==> config.mk <==
export PLATFORM = sky130hd
export DESIGN_NAME = arith_addsub_pipe_flat
export DESIGN_NICKNAME = d
export VERILOG_FILES = /design/src/rtl/arith_addsub_pipe_if.sv /design/src/rtl/arith_addsub_pipe.sv /design/src/flat_wrapper.sv
export SDC_FILE = /design/constraint.sdc
export NUM_CORES = 1
export LEC_CHECK = 0
export CAP_MARGIN = 20
export CORE_MARGIN = 2
export CORE_UTILIZATION = 52
export CTS_BUF_LIST = sky130_fd_sc_hd__clkbuf_8
export CTS_CLUSTER_SIZE = 24
export DETAILED_ROUTE_END_ITERATION = 8
export PLACE_DENSITY = 0.83
export SYNTH_ARGS = -nofsm -noshare
export SYNTH_HDL_FRONTEND = slang
export SYNTH_SLANG_ARGS = --single-unit
==> constraint.sdc <==
create_clock -name clk -period 3.14 [get_ports clk]
set_clock_uncertainty 0.1 [all_clocks]
set_input_delay 0.314 -clock clk [delete_from_list [all_inputs] [get_ports clk]]
set_output_delay 0.314 -clock clk [all_outputs]
set_load 0.01 [all_outputs]
==> src/rtl/arith_addsub_pipe_if.sv <==
// Operand/result bus of the pipelined add/subtract unit.
// The master side presents operands and consumes results.
// The slave side is the arithmetic unit itself.
interface arith_addsub_pipe_if #(
  parameter int WIDTH = 18
);

  // Operand side
  logic             in_valid;
  logic             in_ready;
  logic [WIDTH-1:0] op1;
  logic [WIDTH-1:0] op2;
  logic [1:0]       op;
  logic             cin;

  // Result side
  logic             out_valid;
  logic             out_ready;
  logic [WIDTH-1:0] result;
  logic             flag_c;
  logic             flag_v;
  logic             flag_z;
  logic             flag_n;

  modport master (
    output in_valid, op1, op2, op, cin, out_ready,
    input  in_ready, out_valid, result, flag_c, flag_v, flag_z, flag_n
  );

  modport slave (
    input  in_valid, op1, op2, op, cin, out_ready,
    output in_ready, out_valid, result, flag_c, flag_v, flag_z, flag_n
  );

endinterface

==> src/rtl/arith_addsub_pipe.sv <==
// Two-stage pipelined add/subtract unit with carry-in, status flags,
// optional signed saturation and valid/ready flow control.
// The carry chain is split at LO_W: the low half is summed in stage 1,
// the high half, overflow, saturation and flags in stage 2.
// Opcodes: 00 ADD a+b, 01 SUB a-b, 10 ADC a+b+cin, 11 SBC a+~b+cin.
module arith_addsub_pipe #(
  parameter int WIDTH    = 18,
  parameter bit SATURATE = 1'b0
) (
  input  logic                 clk,
  input  logic                 reset,
  arith_addsub_pipe_if.slave   bus
);

  localparam int LO_W = WIDTH / 2;
  localparam int HI_W = WIDTH - LO_W;

  // Largest positive or most negative value, chosen by the sign of operand A.
  function automatic logic [WIDTH-1:0] sat_value(input logic neg);
    logic [WIDTH-1:0] v;
    if (neg) begin
      v = {1'b1, {(WIDTH-1){1'b0}}};
    end else begin
      v = {1'b0, {(WIDTH-1){1'b1}}};
    end
    return v;
  endfunction

  // Signed overflow: operands share a sign and the raw sum does not.
  function automatic logic overflow(input logic a_msb, input logic b_msb,
                                    input logic r_msb);
    return (a_msb == b_msb) && (r_msb != a_msb);
  endfunction

  // ---------------------------------------------------------------------
  // Handshake
  // ---------------------------------------------------------------------
  logic adv_s;
  logic out_valid_r;

  // The whole pipeline steps when the output slot is empty or being drained.
  assign adv_s = !out_valid_r || bus.out_ready;

  // ---------------------------------------------------------------------
  // Operand preparation and low-half sum
  // ---------------------------------------------------------------------
  logic [WIDTH-1:0] b_prep_s;
  logic             c0_s;
  logic [LO_W-1:0]  lo_s;
  logic             c_lo_s;

  // Invert B for subtracting opcodes and pick the carry into bit 0.
  always_comb begin
    b_prep_s = bus.op2;
    c0_s     = 1'b0;
    if (bus.op[0]) begin
      b_prep_s = ~bus.op2;
    end else begin
      b_prep_s = bus.op2;
    end
    case (bus.op)
      2'b00:   c0_s = 1'b0;
      2'b01:   c0_s = 1'b1;
      2'b10:   c0_s = bus.cin;
      2'b11:   c0_s = bus.cin;
      default: c0_s = 1'b0;
    endcase
  end

  // Low half of the carry chain, finished within stage 1.
  always_comb begin
    {c_lo_s, lo_s} = {1'b0, bus.op1[LO_W-1:0]}
                   + {1'b0, b_prep_s[LO_W-1:0]}
                   + {{LO_W{1'b0}}, c0_s};
  end

  // ---------------------------------------------------------------------
  // Stage 1 registers
  // ---------------------------------------------------------------------
  logic            s1_valid_r;
  logic [LO_W-1:0] s1_lo_r;
  logic            s1_c_lo_r;
  logic [HI_W-1:0] s1_a_hi_r;
  logic [HI_W-1:0] s1_b_hi_r;

  // Capture the low-half sum and the high-half operands on accept.
  always_ff @(posedge clk or posedge reset) begin
    if (reset) begin
      s1_valid_r <= 1'b0;
      s1_lo_r    <= {LO_W{1'b0}};
      s1_c_lo_r  <= 1'b0;
      s1_a_hi_r  <= {HI_W{1'b0}};
      s1_b_hi_r  <= {HI_W{1'b0}};
    end else if (adv_s) begin
      s1_valid_r <= bus.in_valid;
      if (bus.in_valid) begin
        s1_lo_r   <= lo_s;
        s1_c_lo_r <= c_lo_s;
        s1_a_hi_r <= bus.op1[WIDTH-1:LO_W];
        s1_b_hi_r <= b_prep_s[WIDTH-1:LO_W];
      end
    end
  end

  // ---------------------------------------------------------------------
  // Stage 2: high half, overflow, saturation, flags
  // ---------------------------------------------------------------------
  logic [HI_W-1:0]  hi_s;
  logic             c_hi_s;
  logic [WIDTH-1:0] raw_s;
  logic             v_s;
  logic [WIDTH-1:0] res_s;
  logic             z_s;
  logic             n_s;

  // High half of the carry chain, fed by the registered low-half carry.
  always_comb begin
    {c_hi_s, hi_s} = {1'b0, s1_a_hi_r}
                   + {1'b0, s1_b_hi_r}
                   + {{HI_W{1'b0}}, s1_c_lo_r};
  end

  // Assemble the raw sum, detect overflow and clamp when saturating.
  always_comb begin
    raw_s = {hi_s, s1_lo_r};
    v_s   = overflow(s1_a_hi_r[HI_W-1], s1_b_hi_r[HI_W-1], raw_s[WIDTH-1]);
    if (SATURATE && v_s) begin
      res_s = sat_value(s1_a_hi_r[HI_W-1]);
    end else begin
      res_s = raw_s;
    end
  end

  // Zero and negative flags describe the final (possibly clamped) result.
  always_comb begin
    if (res_s == {WIDTH{1'b0}}) begin
      z_s = 1'b1;
    end else begin
      z_s = 1'b0;
    end
    n_s = res_s[WIDTH-1];
  end

  // ---------------------------------------------------------------------
  // Output registers
  // ---------------------------------------------------------------------
  logic [WIDTH-1:0] result_r;
  logic             flag_c_r;
  logic             flag_v_r;
  logic             flag_z_r;
  logic             flag_n_r;

  // Move stage-1 work into the output slot; hold everything while stalled.
  always_ff @(posedge clk or posedge reset) begin
    if (reset) begin
      out_valid_r <= 1'b0;
      result_r    <= {WIDTH{1'b0}};
      flag_c_r    <= 1'b0;
      flag_v_r    <= 1'b0;
      flag_z_r    <= 1'b0;
      flag_n_r    <= 1'b0;
    end else if (adv_s) begin
      out_valid_r <= s1_valid_r;
      if (s1_valid_r) begin
        result_r <= res_s;
        flag_c_r <= c_hi_s;
        flag_v_r <= v_s;
        flag_z_r <= z_s;
        flag_n_r <= n_s;
      end
    end
  end

  assign bus.in_ready  = adv_s;
  assign bus.out_valid = out_valid_r;
  assign bus.result    = result_r;
  assign bus.flag_c    = flag_c_r;
  assign bus.flag_v    = flag_v_r;
  assign bus.flag_z    = flag_z_r;
  assign bus.flag_n    = flag_n_r;

endmodule

==> src/flat_wrapper.sv <==
// flat-port wrapper written by rule: the top's interface ports become plain ports
module arith_addsub_pipe_flat 
#(
  parameter int WIDTH    = 18,
  parameter bit SATURATE = 1'b0
)
  (clk, reset, bus_in_valid, bus_op1, bus_op2, bus_op, bus_cin, bus_out_ready, bus_in_ready, bus_out_valid, bus_result, bus_flag_c, bus_flag_v, bus_flag_z, bus_flag_n);
  arith_addsub_pipe_if #(.WIDTH(WIDTH)) bus_i ();
  input  logic clk;
  input  logic reset;
  input wire logic [$bits(bus_i.in_valid)-1:0] bus_in_valid;
  input wire logic [$bits(bus_i.op1)-1:0] bus_op1;
  input wire logic [$bits(bus_i.op2)-1:0] bus_op2;
  input wire logic [$bits(bus_i.op)-1:0] bus_op;
  input wire logic [$bits(bus_i.cin)-1:0] bus_cin;
  input wire logic [$bits(bus_i.out_ready)-1:0] bus_out_ready;
  output wire logic [$bits(bus_i.in_ready)-1:0] bus_in_ready;
  output wire logic [$bits(bus_i.out_valid)-1:0] bus_out_valid;
  output wire logic [$bits(bus_i.result)-1:0] bus_result;
  output wire logic [$bits(bus_i.flag_c)-1:0] bus_flag_c;
  output wire logic [$bits(bus_i.flag_v)-1:0] bus_flag_v;
  output wire logic [$bits(bus_i.flag_z)-1:0] bus_flag_z;
  output wire logic [$bits(bus_i.flag_n)-1:0] bus_flag_n;
  assign bus_i.in_valid = bus_in_valid;
  assign bus_i.op1 = bus_op1;
  assign bus_i.op2 = bus_op2;
  assign bus_i.op = bus_op;
  assign bus_i.cin = bus_cin;
  assign bus_i.out_ready = bus_out_ready;
  assign bus_in_ready = bus_i.in_ready;
  assign bus_out_valid = bus_i.out_valid;
  assign bus_result = bus_i.result;
  assign bus_flag_c = bus_i.flag_c;
  assign bus_flag_v = bus_i.flag_v;
  assign bus_flag_z = bus_i.flag_z;
  assign bus_flag_n = bus_i.flag_n;
  arith_addsub_pipe #(.WIDTH(WIDTH), .SATURATE(SATURATE)) u_core (.clk(clk), .reset(reset), .bus(bus_i));
endmodule
## After elaboration in Yosys (flattened, before gate mapping)

Cells that the tools add are included.

| storage, ports and cells | value |
|---|---|
| register bits after elaboration | 52 |
| latch bits | 0 |
| RAM bits | 0 |
| bits in read-only memories | 0 |
| input bits | 43 |
| output and inout bits | 24 |
| memories | 0 |

| operators by class | value |
|---|---|
| $add $sub $neg | 4 |
| multiply operators | 0 |
| div/mod/pow operators | 0 |
| $lt $le $gt $ge | 0 |
| eq/ne operators | 5 |
| shift operators | 0 |
| mux-type cells | 3 |
| bitwise gates (word level) | 1 |
| reductions and logical operators | 8 |

Operators with widths:

| kind | count |
|---|---|
| adder 10 x 1 -> 10 bit | 2 |
| adder 9 x 9 -> 10 bit | 2 |
| zero test 18 bit | 1 |
| two-way mux 18 bit | 1 |
| inverter 18 bit | 1 |
| equality test 2 bit, second input constant | 2 |
| AND reduction 2 bit | 2 |
| one-hot mux 1 bit (3 select lines) | 1 |
| equality test 2 x 1 -> 1 bit, second input constant | 1 |
| zero test 2 bit | 1 |
| OR reduction 2 bit | 1 |
| equality test 1 bit | 1 |
| logical AND 1 bit | 1 |
| zero test 1 bit | 1 |
| logical OR 1 bit | 1 |
| two-way mux 1 bit | 1 |
| inequality test 1 bit | 1 |

## Depth between registers and ports, before layout

Gate-level depths: netlist of run 1.

| logic depth | value |
|---|---|
| word-level depth | 4 |
| mapped depth | 11 |
| depth with buffers taken out | 9 |

## Worst setup path after synthesis of run 1

Ideal clock, no wire load.

| path | value |
|---|---|
| path type | input to register |
| from | in bus_op[0] |
| to | reg u_core.s1_lo_r[8] |
| arrival time | 2,559 ps |
| required time | 2,945 ps |
| path slack | 385 ps |
| cell stages on the path | 11 |
| path through | buf_2 > buf_2 > xnor2_1 > fa_1 > fa_1 > nor2b_1 > o21ai_1 > a21boi_1 > o211a_1 > nor3_1 > o31ai_1 |

| between the ends | value |
|---|---|
| longest elaborated chain between the ends | 4 |

RTL lines:

| element | line | text |
|---|---|---|
| start: declaration | flat_wrapper.sv:14 | `input wire logic [$bits(bus_i.op)-1:0] bus_op;` |
| branches (longest 3 deep; another with adder 9 x 9 -> 10 bit) | -- |  |
| adder 10 x 1 -> 10 bit * | arith_addsub_pipe.sv:74 | `+ {{LO_W{1'b0}}, c0_s};` |
| end signal: assignment | arith_addsub_pipe.sv:90 | `s1_lo_r <= {LO_W{1'b0}};` |
| end signal: assignment | arith_addsub_pipe.sv:97 | `s1_lo_r <= lo_s;` |
| end: declaration | arith_addsub_pipe.sv:81 | `logic [LO_W-1:0] s1_lo_r;` |

Mark *: on every way between the ends.
A chain may end at the register's enable or synchronous reset.

## Final worst setup path of run 1

Same ends and word-level chain as after synthesis.

==> qor.yml, run 1 <==
run_status:
  outcome: "completed"
clocking:
  clock_path_buffers: 2
  post_cts_buffers: 0
  clk_latency_ns: 0.30
  clk_pin_slew_ns: 0.09
  root_buffer: "clkbuf_8"
  clock_sinks: 51
  ctsResizeCount: 0
  htree_levels: 2
  cts_tree: "done"
  holdBufCountCts: 0
  numCtsBuffers: 5
finish:
  fillCellCount: 406
  antenna_cells: 0
  finalNetCount: 396
  seq_area_mm2: 0.001276
  drive_above_1_share_pct: 12.28
  multi_input_area_mm2: 0.001475
  area_delta_synth_final_pct: 29.44
worst_setup_path:
  end_kind: "flop"
  crit_path_cell_trace: "clkdlybuf4s50_1 > xnor2_1 > fa_1 > fa_1 > nor2b_1 > o21ai_1 > a21boi_1 > o211a_1 > nor3_1 > o31ai_1"
  worstPathArrival_ns: 2.82
  regToRegSetupSlack_ns: 0.57
  slowest_delay_ns: 0.53
  crit_path_frequent_cell: "fa_1"
  critPathMaxFanout: 3
  crit_path_start_kind: "input pin"
  crit_path_start: "bus_op[0]"
  r2r_start: "u_core.s1_b_hi_r[0]$_DFFE_PP0P_"
  critPathKind: "in2reg"
  crit_path_top_delay_cell: "clkdlybuf4s50_1"
  required_ns: 3.24
power:
  p_total_mw: 2.469
  p_int_mw: 1.624
  clkPwrFrac_pct: 14.7
  p_leak_nw: 1.615
  ir_worst_vdd_mv: 0.3215
  pwr-share-seq_pct: 39.9
  p_sw_share_pct: 34.22
  switchingPower_uw: 844.8
  p_comb_share_pct: 45.4
  p_per_area_mw_per_mm2: 668.9
synthesis:
  syn_nets: 328
  synth-seq-area-share_pct: 44.76
  yosysUniqueCellTypes: 41
  synth_top_area_cell: "dfrtp_1"
  synth_cells: 265
  synth_top_area_share_pct: 44.76
  syn_avg_cell_area_um2: 10.76
  syn-cell-area_mm2: 0.002851
  yosys_warnings: 0
  ys_ff_latch: 51
  synth.area.top_cells: "dfrtp_1 45%, mux2_2 7.9%, ha_1 7.0%, xor2_1 4.0%, nand2_1 3.8%"
route:
  viasPerCell: 5.332
  drc: 0
  detail-route-antenna-nets: 0
  wl_per_cell_um: 14.25
  drt_iter0_markers: 103
  vias: 2154
  wl_mm: 5.759
  dr.pass1.iters: 4
sta:
  rsz0062_at_grt: "no"
  period_minus_slack_ns: 2.722
  setup_tns_ns: 0
  period_share_pct: 86.68
  max_clock_freq_mhz: 367.4
  worst_pin_slew_ns: 0.4150
  final-setup-viol-count: 0
  hold_viol_final: 0
  maxSlewHeadroom_pct: 72.17
  slew_violations: 0
placed_design:
  io_buffers: 66
  dp_hpwl_mm: 4.597
  gp_congestion: 0.8388
die:
  io_pins: 67
  die_area_mm2: 0.006092
  core_mm2: 0.005205
  die_h_um: 78.05
  die_w_um: 78.05
  rows: 26
  start_util_pct: 54.78
global_routing:
  grt-ovfl-total: 0
  antenna_found_initial: 0
  grt.total_usage_pct: 20.32
  grt_pass1_vias: 2081
  grt_max_degree: 52
  grt_pass1_wl_mm: 9.873
worst_hold_path:
  hp-class: "in2async"
job:
  maxCapViolations: 0
-- routing by layer --
layer	vias to the layer above	share of wire, %	track usage (%)
met3	4	3.7	3.448
met2	53	48	33.36
met5	-	0	0
met4	0	0.92	4.912
li1	1068	-	-
met1	1029	47	28.41
-- critical path: cells and delay by family --
| family | cells | cell delay [ns] |
|---|---|---|
| XOR/XNOR | 1 | 0.12 |
| buffers and inverters | 1 | 0.53 |
| adder cells (fa/ha/maj) | 2 | 0.86 |
| AND/OR/NAND/NOR | 2 | 0.17 |
| AO/OA/AOI/OAI | 4 | 0.82 |
-- kinds of logic (layout without fill, tap and decap cells) --
logic type	after synthesis	count (layout)	share of synthesized area [%]
AO/OA/AOI/OAI	61	61	15.44
XOR/XNOR	24	24	7.372
adder cells (fa/ha/maj)	20	20	9.829
buffers and inverters	24	93	3.510
flip-flops	51	51	44.76
multiplexers	22	22	8.644
AND/OR/NAND/NOR	63	63	10.44
-- synth_stat cells --
library cell   n
a211oi_1       2
a21boi_0       1
a21boi_1       2
a21oi_1        5
a221oi_1       1
a22oi_2        1
a2bb2oi_2      1
a32o_2         1
buf_2          5
buf_4          1
clkbuf_1       5
dfrtp_1       51
fa_1           4
ha_1          16
inv_1         13
mux2_1         1
mux2_2        20
mux2i_1        1
nand2_1       29
nand2b_1       2
nand4_1        1
nor2_1         9
nor2b_1        3
nor2b_4        1
nor3_1        10
nor3b_1        1
nor4_1         4
o211a_1        2
o21a_1        11
o21ai_0       17
o21ai_1        3
o21ai_2        1
o21bai_1       1
o2bb2ai_1      1
o311ai_4       1
o31a_1         1
o31ai_1        9
or2_4          1
or3_1          2
xnor2_1       11
xor2_1        13
-- power groups by stage --
stage | Clock, mW | Sequential (mW) | Combinational [mW]
after CTS | 0.371 | 0.986 | 1.12
after global placement | 0 | 0.987 | 1.08
after detailed placement | 0 | 1.00 | 1.12
after floorplan | 0 | 1.03 | 0.609
final | 0.362 | 0.985 | 1.12
after global routing | 0.404 | 1.01 | 1.23
-- through the flow --
| stage | utilization, % | instance area, um2 | hold WS [ns] | std cells | worst slack [ns] |
|---|---|---|---|---|---|
| 5_1_grt | 70.91 | 3691 | 0.1577 | 404 | 0.2688 |
| 6_report | 70.91 | 3691 | 0.1454 | 404 | 0.4181 |
| 3_3_place_gp | 68.89 | 3586 | 0.3625 | 395 | 0.2282 |
| 3_5_place_dp | 68.89 | 3586 | 0.3693 | 395 | 0.09780 |
| 4_1_cts | 70.53 | 3671 | 0.3902 | 403 | 0.4106 |
| 2_1_floorplan | - | 2851 | 0.3563 | 265 | 0.3850 |
-- final cells by class --
class                      instances  area share, %
timing repair buffer              72          19.46
clock inverter                     3         0.4407
sequential                        51          34.58
inverter                          13          1.322
multi-input combinational        190          39.97
clock buffer                       5          1.864
tap                               70          2.373
-- flip-flops by register name, summed over array words and instances (netlist names) --
signal and flops:
u_core.s1_a_hi_r 9, u_core.s1_valid_r 1, u_core.bus.flag_n 1, u_core.s1_lo_r 9
u_core.s1_b_hi_r 9, u_core.bus.result 17, u_core.bus.flag_v 1, u_core.bus.out_valid 1
u_core.s1_c_lo_r 1, u_core.bus.flag_z 1, u_core.bus.flag_c 1
-- cells in the final DEF (no fill, tap or decap), types with 2 or more instances in the layout --
| cell | netlist | final |
|---|---|---|
| nor2_1 | 9 | 9 |
| o21ai_0 | 17 | 17 |
| dfrtp_1 | 51 | 51 |
| a211oi_1 | 2 | 2 |
| o21ai_1 | 3 | 3 |
| clkbuf_8 | 0 | 5 |
| o31ai_1 | 9 | 9 |
| a21boi_1 | 2 | 2 |
| nor4_1 | 4 | 4 |
| nor3_1 | 10 | 10 |
| clkdlybuf4s50_1 | 0 | 66 |
| a21oi_1 | 5 | 5 |
| xnor2_1 | 11 | 11 |
| nor2b_1 | 3 | 3 |
| nand2_1 | 29 | 29 |
| buf_4 | 1 | 5 |
| o211a_1 | 2 | 2 |
| mux2_2 | 20 | 20 |
| ha_1 | 16 | 16 |
| or3_1 | 2 | 2 |
| o21a_1 | 11 | 11 |
| xor2_1 | 13 | 13 |
| inv_1 | 13 | 13 |
| nand2b_1 | 2 | 2 |
| fa_1 | 4 | 4 |
-- worst paths after layout --
check,end,cells after the start
worst max-delay path,u_core.s1_lo_r[8]$_DFFE_PP0P_,10
worst min-delay path,u_core.bus.result[3]$_DFFE_PP0P_,2
worst max register to register,u_core.bus.flag_z$_DFFE_PP0P_,9
worst min register to register,u_core.bus.result[11]$_DFFE_PP0P_,2
max in group asynchronous,u_core.bus.flag_z$_DFFE_PP0P_,3
min in group clk,u_core.bus.result[11]$_DFFE_PP0P_,2
No activity file was read; power rests on OpenSTA's default activity.
==> run 2, diff against run 1 <==
--- a/config.mk
+++ b/config.mk
@@ -8,7 +8,7 @@
 export CAP_MARGIN = 20
 export CORE_MARGIN = 2
 export CORE_UTILIZATION = 52
-export CTS_BUF_LIST = sky130_fd_sc_hd__clkbuf_8
+export CTS_BUF_LIST = sky130_fd_sc_hd__clkbuf_4
 export CTS_CLUSTER_SIZE = 24
 export DETAILED_ROUTE_END_ITERATION = 8
 export PLACE_DENSITY = 0.83
==> constraint.sdc (replaced) <==
create_clock -name clk -period 2.6 [get_ports clk]
set_clock_uncertainty 0.1 [all_clocks]
set_input_delay 0.26 -clock clk [delete_from_list [all_inputs] [get_ports clk]]
set_output_delay 0.26 -clock clk [all_outputs]
set_load 0.01 [all_outputs]
==> qor.yml, run 2 (synthesis gave the netlist of run 1 again) <==
finish:
  final_common_cell: "clkdlybuf4s50_1"
  drive_above_1_share_pct: 15.50
  antenna_cells: 0
  fillCellCount: 383
  finalNetCount: 404
  area_delta_synth_final_pct: 32.12
  post-route-util_pct: 72.38
  largest_reg_flops: 17
  layout_common_cells: "66 x clkdlybuf4s50_1, 51 x dfrtp_1, 29 x nand2_1"
die:
  start_util_pct: 54.78
  die_w_um: 78.05
  io_pins: 67
  die_h_um: 78.05
  rows: 26
  core_mm2: 0.005205
  die_area_mm2: 0.006092
job:
  maxCapViolations: 0
global_routing:
  antenna_found_initial: 0
  grt_max_degree: 32
  grt.total_usage_pct: 20.91
  grt_pass1_vias: 2156
  grt-ovfl-total: 0
  grt_pass1_wl_mm: 9.936
power:
  p_total_mw: 3.124
  p_leak_nw: 1.656
  p_per_area_mw_per_mm2: 829.1
  ir_worst_vdd_mv: 0.4432
route:
  detail-route-antenna-nets: 0
  dr.pass1.iters: 4
  wl_per_cell_um: 14.21
  drt_iter0_markers: 118
  viasPerCell: 5.320
  vias: 2192
  wl_mm: 5.854
  drc: 0
sta:
  period_share_pct: 94.38
  rsz0062_at_grt: "no"
  slew_violations: 0
  period_minus_slack_ns: 2.454
  worst_pin_slew_ns: 0.5681
  maxSlewHeadroom_pct: 62.07
  max_clock_freq_mhz: 407.5
  final-setup-viol-count: 0
  hold_viol_final: 0
clocking:
  clk_pin_slew_ns: 0.15
  root_buffer: "clkbuf_4"
  clock_sinks: 51
  htree_levels: 2
  clock_path_buffers: 2
  numCtsBuffers: 5
  clk_latency_ns: 0.37
  holdBufCountCts: 0
  cts_tree: "done"
placed_design:
  gp_congestion: 0.9051
  io_buffers: 66
  dp_hpwl_mm: 4.659
worst_setup_path:
  crit_path_start_kind: "input pin"
  critPathMaxFanout: 3
  end_kind: "flop"
  worstPathArrival_ns: 2.64
  required_ns: 2.79
  critPathKind: "in2reg"
worst_hold_path:
  hp-class: "in2async"
run_status:
  outcome: "completed"
[run 2: what timing repair did]
| item | in CTS | in global routing |
|---|---|---|
| endpoints found under the setup margin | 0 | 3 |
| endpoints found under the hold margin | 0 | 0 |
| buffers inserted | 0 | 1 |
| resized for setup | 0 | 3 |
[run 2: final cells by class]
class | instances | area [um2] | area share [%]
Tap cell | 70 | 87.58 | 2.325
Inverter | 13 | 48.80 | 1.295
Multi-Input combinational cell | 190 | 1484 | 39.39
Timing Repair Buffer | 80 | 765.7 | 20.33
Clock buffer | 5 | 37.54 | 0.9963
Sequential cell | 51 | 1276 | 33.88
Clock inverter | 3 | 67.56 | 1.793
[run 2: worst max-delay path, cell delays in order]
cell             delay [ns]
clkdlybuf4s50_1        0.54
xnor2_1                0.13
fa_1                   0.44
fa_1                   0.41
nor2b_1                0.12
o21ai_1                0.09
a21boi_2               0.19
o211a_1                0.20
nor3_1                 0.06
o31ai_1                0.21
[run 2: per-layer routing]
| layer | share of wire [%] | track usage, % |
|---|---|---|
| met5 | 0 | 0 |
| met4 | 1.2 | 6.316 |
| met1 | 46 | 28.23 |
| met3 | 4.9 | 4.023 |
| met2 | 48 | 34.48 |
[run 2: metrics by stage]
step / hold slack [ns] / instances / setup slack [ns] / instance area [um2] / setup TNS [ns]
after floorplan: 0.3105 / 265 / 0.01693 / 2858 / 0
after global placement: 0.3617 / 403 / -0.2270 / 3646 / -0.7939
after detailed placement: 0.3693 / 403 / -0.3646 / 3646 / -1.399
after CTS: 0.1503 / 411 / 0.02526 / 3751 / 0
after global routing: 0.1810 / 412 / 0.006808 / 3767 / 0
final: 0.1413 / 412 / 0.1462 / 3767 / 0
[run 2: worst paths after layout]
check | from | to | slack, ns | cells after the start
worst max register to register | u_core.s1_b_hi_r[0]$_DFFE_PP0P_ | u_core.bus.flag_z$_DFFE_PP0P_ | 0.15 | 9
worst min-delay path | reset | u_core.bus.result[8]$_DFFE_PP0P_ | 0.14 | 2
worst max-delay path | bus_op[0] | u_core.s1_lo_r[8]$_DFFE_PP0P_ | 0.15 | 10
min in group clk | bus_op1[17] | u_core.s1_a_hi_r[8]$_DFFE_PP0P_ | 0.39 | 2
max in group asynchronous | reset | u_core.s1_a_hi_r[1]$_DFFE_PP0P_ | 1.63 | 3
worst min register to register | u_core.bus.result[14]$_DFFE_PP0P_ | u_core.bus.result[14]$_DFFE_PP0P_ | 0.40 | 2
[run 2: power by group]
| group | switching (mW) | leakage (nW) | total [mW] | internal (mW) |
|---|---|---|---|---|
| Combinational | 0.622 | 0.990 | 1.39 | 0.766 |
| Sequential | 0.147 | 0.614 | 1.18 | 1.04 |
| Clock | 0.255 | 0.0514 | 0.554 | 0.299 |
==> run 3, diff against run 2 <==
--- a/config.mk
+++ b/config.mk
@@ -7,11 +7,11 @@
 export LEC_CHECK = 0
 export CAP_MARGIN = 20
 export CORE_MARGIN = 2
-export CORE_UTILIZATION = 52
+export CORE_UTILIZATION = 56
 export CTS_BUF_LIST = sky130_fd_sc_hd__clkbuf_4
 export CTS_CLUSTER_SIZE = 24
 export DETAILED_ROUTE_END_ITERATION = 8
-export PLACE_DENSITY = 0.83
+export PLACE_DENSITY = 0.88
 export SYNTH_ARGS = -nofsm -noshare
 export SYNTH_HDL_FRONTEND = slang
 export SYNTH_SLANG_ARGS = --single-unit
==> constraint.sdc (replaced) <==
create_clock -name clk -period 3.07 [get_ports clk]
set_clock_uncertainty 0.1 [all_clocks]
set_input_delay 0.307 -clock clk [delete_from_list [all_inputs] [get_ports clk]]
set_output_delay 0.307 -clock clk [all_outputs]
set_load 0.01 [all_outputs]
==> qor.yml, run 3 (synthesis gave the netlist of run 1 again) <==
run_status:
  outcome: "completed"
worst_setup_path:
  crit_path_cell_trace: "inv_1 > fa_1 > fa_1 > nor2b_4 > o311ai_4 > a2bb2oi_2 > xor2_1 > nor4_1 > a32o_2"
  critPathMaxFanout: 3
  worstPathArrival_ns: 2.77
  critPathKind: "reg2reg"
  r2r_start: "u_core.s1_b_hi_r[0]$_DFFE_PP0P_"
  end_kind: "flop"
  crit_path_top_delay_cell: "fa_1"
  crit_path_start: "u_core.s1_b_hi_r[0]$_DFFE_PP0P_"
  required_ns: 3.24
  crit_path_start_kind: "flop"
  regToRegSetupSlack_ns: 0.47
  crit_path_frequent_cell: "fa_1"
  slowest_delay_ns: 0.46
sta:
  fin_ws_ns: 0.4710
  worst_pin_slew_ns: 0.5349
  period_share_pct: 84.66
  period_minus_slack_ns: 2.599
  max_clock_freq_mhz: 384.8
  hold_viol_final: 0
  final-setup-viol-count: 0
  slew_violations: 0
  setup_tns_ns: 0
  maxSlewHeadroom_pct: 64.29
  rsz0062_at_grt: "no"
clocking:
  post_cts_buffers: 0
  clock_sinks: 51
  clock_path_buffers: 2
  numCtsBuffers: 5
  htree_levels: 2
  clk_latency_ns: 0.38
  cts_tree: "done"
  clk_pin_slew_ns: 0.15
  root_buffer: "clkbuf_4"
  holdBufCountCts: 0
  ctsResizeCount: 0
global_routing:
  grt.total_usage_pct: 23.57
  grt_max_degree: 29
  grt-ovfl-total: 0
  antenna_found_initial: 0
  grt_pass1_wl_mm: 9.977
  grt_pass1_vias: 2174
placed_design:
  dp_slack_ns: 0.1304
  io_buffers: 66
  gp_congestion: 0.8904
  placed_cell_area_mm2: 0.003590
  dp_hpwl_mm: 4.765
finish:
  finalNetCount: 396
  design_area_mm2: 0.003695
  area_delta_synth_final_pct: 29.57
  fillCellCount: 360
  antenna_cells: 0
  final_common_cell: "clkdlybuf4s50_1"
  drive_above_1_share_pct: 12.57
  layout_common_cells: "66 x clkdlybuf4s50_1, 51 x dfrtp_1, 29 x nand2_1"
  post-route-util_pct: 76.70
  largest_reg_flops: 17
die:
  start_util_pct: 59.19
  die_w_um: 75.36
  die_h_um: 75.36
  die_area_mm2: 0.005678
  rows: 25
  io_pins: 67
  core_mm2: 0.004817
route:
  highest_layer: "met4"
  detail-route-antenna-nets: 0
  viasPerCell: 5.419
  wl_met3_um: 270
  wl_mm: 5.968
  vias: 2173
  met2_length_mm: 2.852
  drc: 0
  wl_per_cell_um: 14.88
  wl_met1_mm: 2.749
  drt_iter0_markers: 118
  dr.pass1.iters: 4
power:
  p_leak_nw: 1.621
  p_per_area_mw_per_mm2: 712.7
  ir_worst_vdd_mv: 0.3490
job:
  maxCapViolations: 0
worst_hold_path:
  hp-class: "in2async"
## run 3: final cells by class
type | count | area, um2 | share of cell area, %
Multi-Input combinational cell | 190 | 1475 | 39.93
Sequential cell | 51 | 1276 | 34.54
Timing Repair Buffer | 72 | 705.7 | 19.10
Tap cell | 67 | 83.83 | 2.269
Clock inverter | 2 | 60.06 | 1.625
Inverter | 13 | 48.80 | 1.321
Clock buffer | 6 | 45.04 | 1.219
## run 3: critical path, delay by kind of cell, from the launching register on
family,cells,cell delay (ns)
AO/OA/AOI/OAI,3,0.57
XOR/XNOR,1,0.24
adder cells (fa/ha/maj),2,0.91
buffers and inverters,1,0.07
flip-flops,1,0.36
AND/OR/NAND/NOR,2,0.26
## run 3: stage by stage
stage               std cells  hold slack (ns)  power, mW
floorplan                 265           0.3563      1.674
global placement          393           0.3625      2.113
detailed placement        393           0.3709      2.172
CTS                       401           0.1805      2.646
global route              401           0.2145      2.806
finish                    401           0.1661      2.633
## run 3: metal layers
layer  track usage, %  up-vias
met5                0        -
met4            7.212        0
met3            3.704        8
met2            38.45       58
met1            32.70     1040
li1                 -     1067
## run 3: path summary, 6_finish.rpt
path,depth (start not counted),end
min reg2reg,2,u_core.bus.result[10]$_DFFE_PP0P_
max in group asynchronous,3,u_core.s1_lo_r[1]$_DFFE_PP0P_
max reg2reg,9,u_core.bus.flag_z$_DFFE_PP0P_
min,2,u_core.s1_a_hi_r[7]$_DFFE_PP0P_
max,9,u_core.bus.flag_z$_DFFE_PP0P_
min in group clk,2,u_core.bus.result[10]$_DFFE_PP0P_
## run 3: power breakdown
group	internal, mW	leakage (nW)	switching (mW)
clock	0.263	0.0559	0.218
combinational	0.624	0.951	0.525
sequential	0.877	0.614	0.126
total	1.76	1.62	0.869
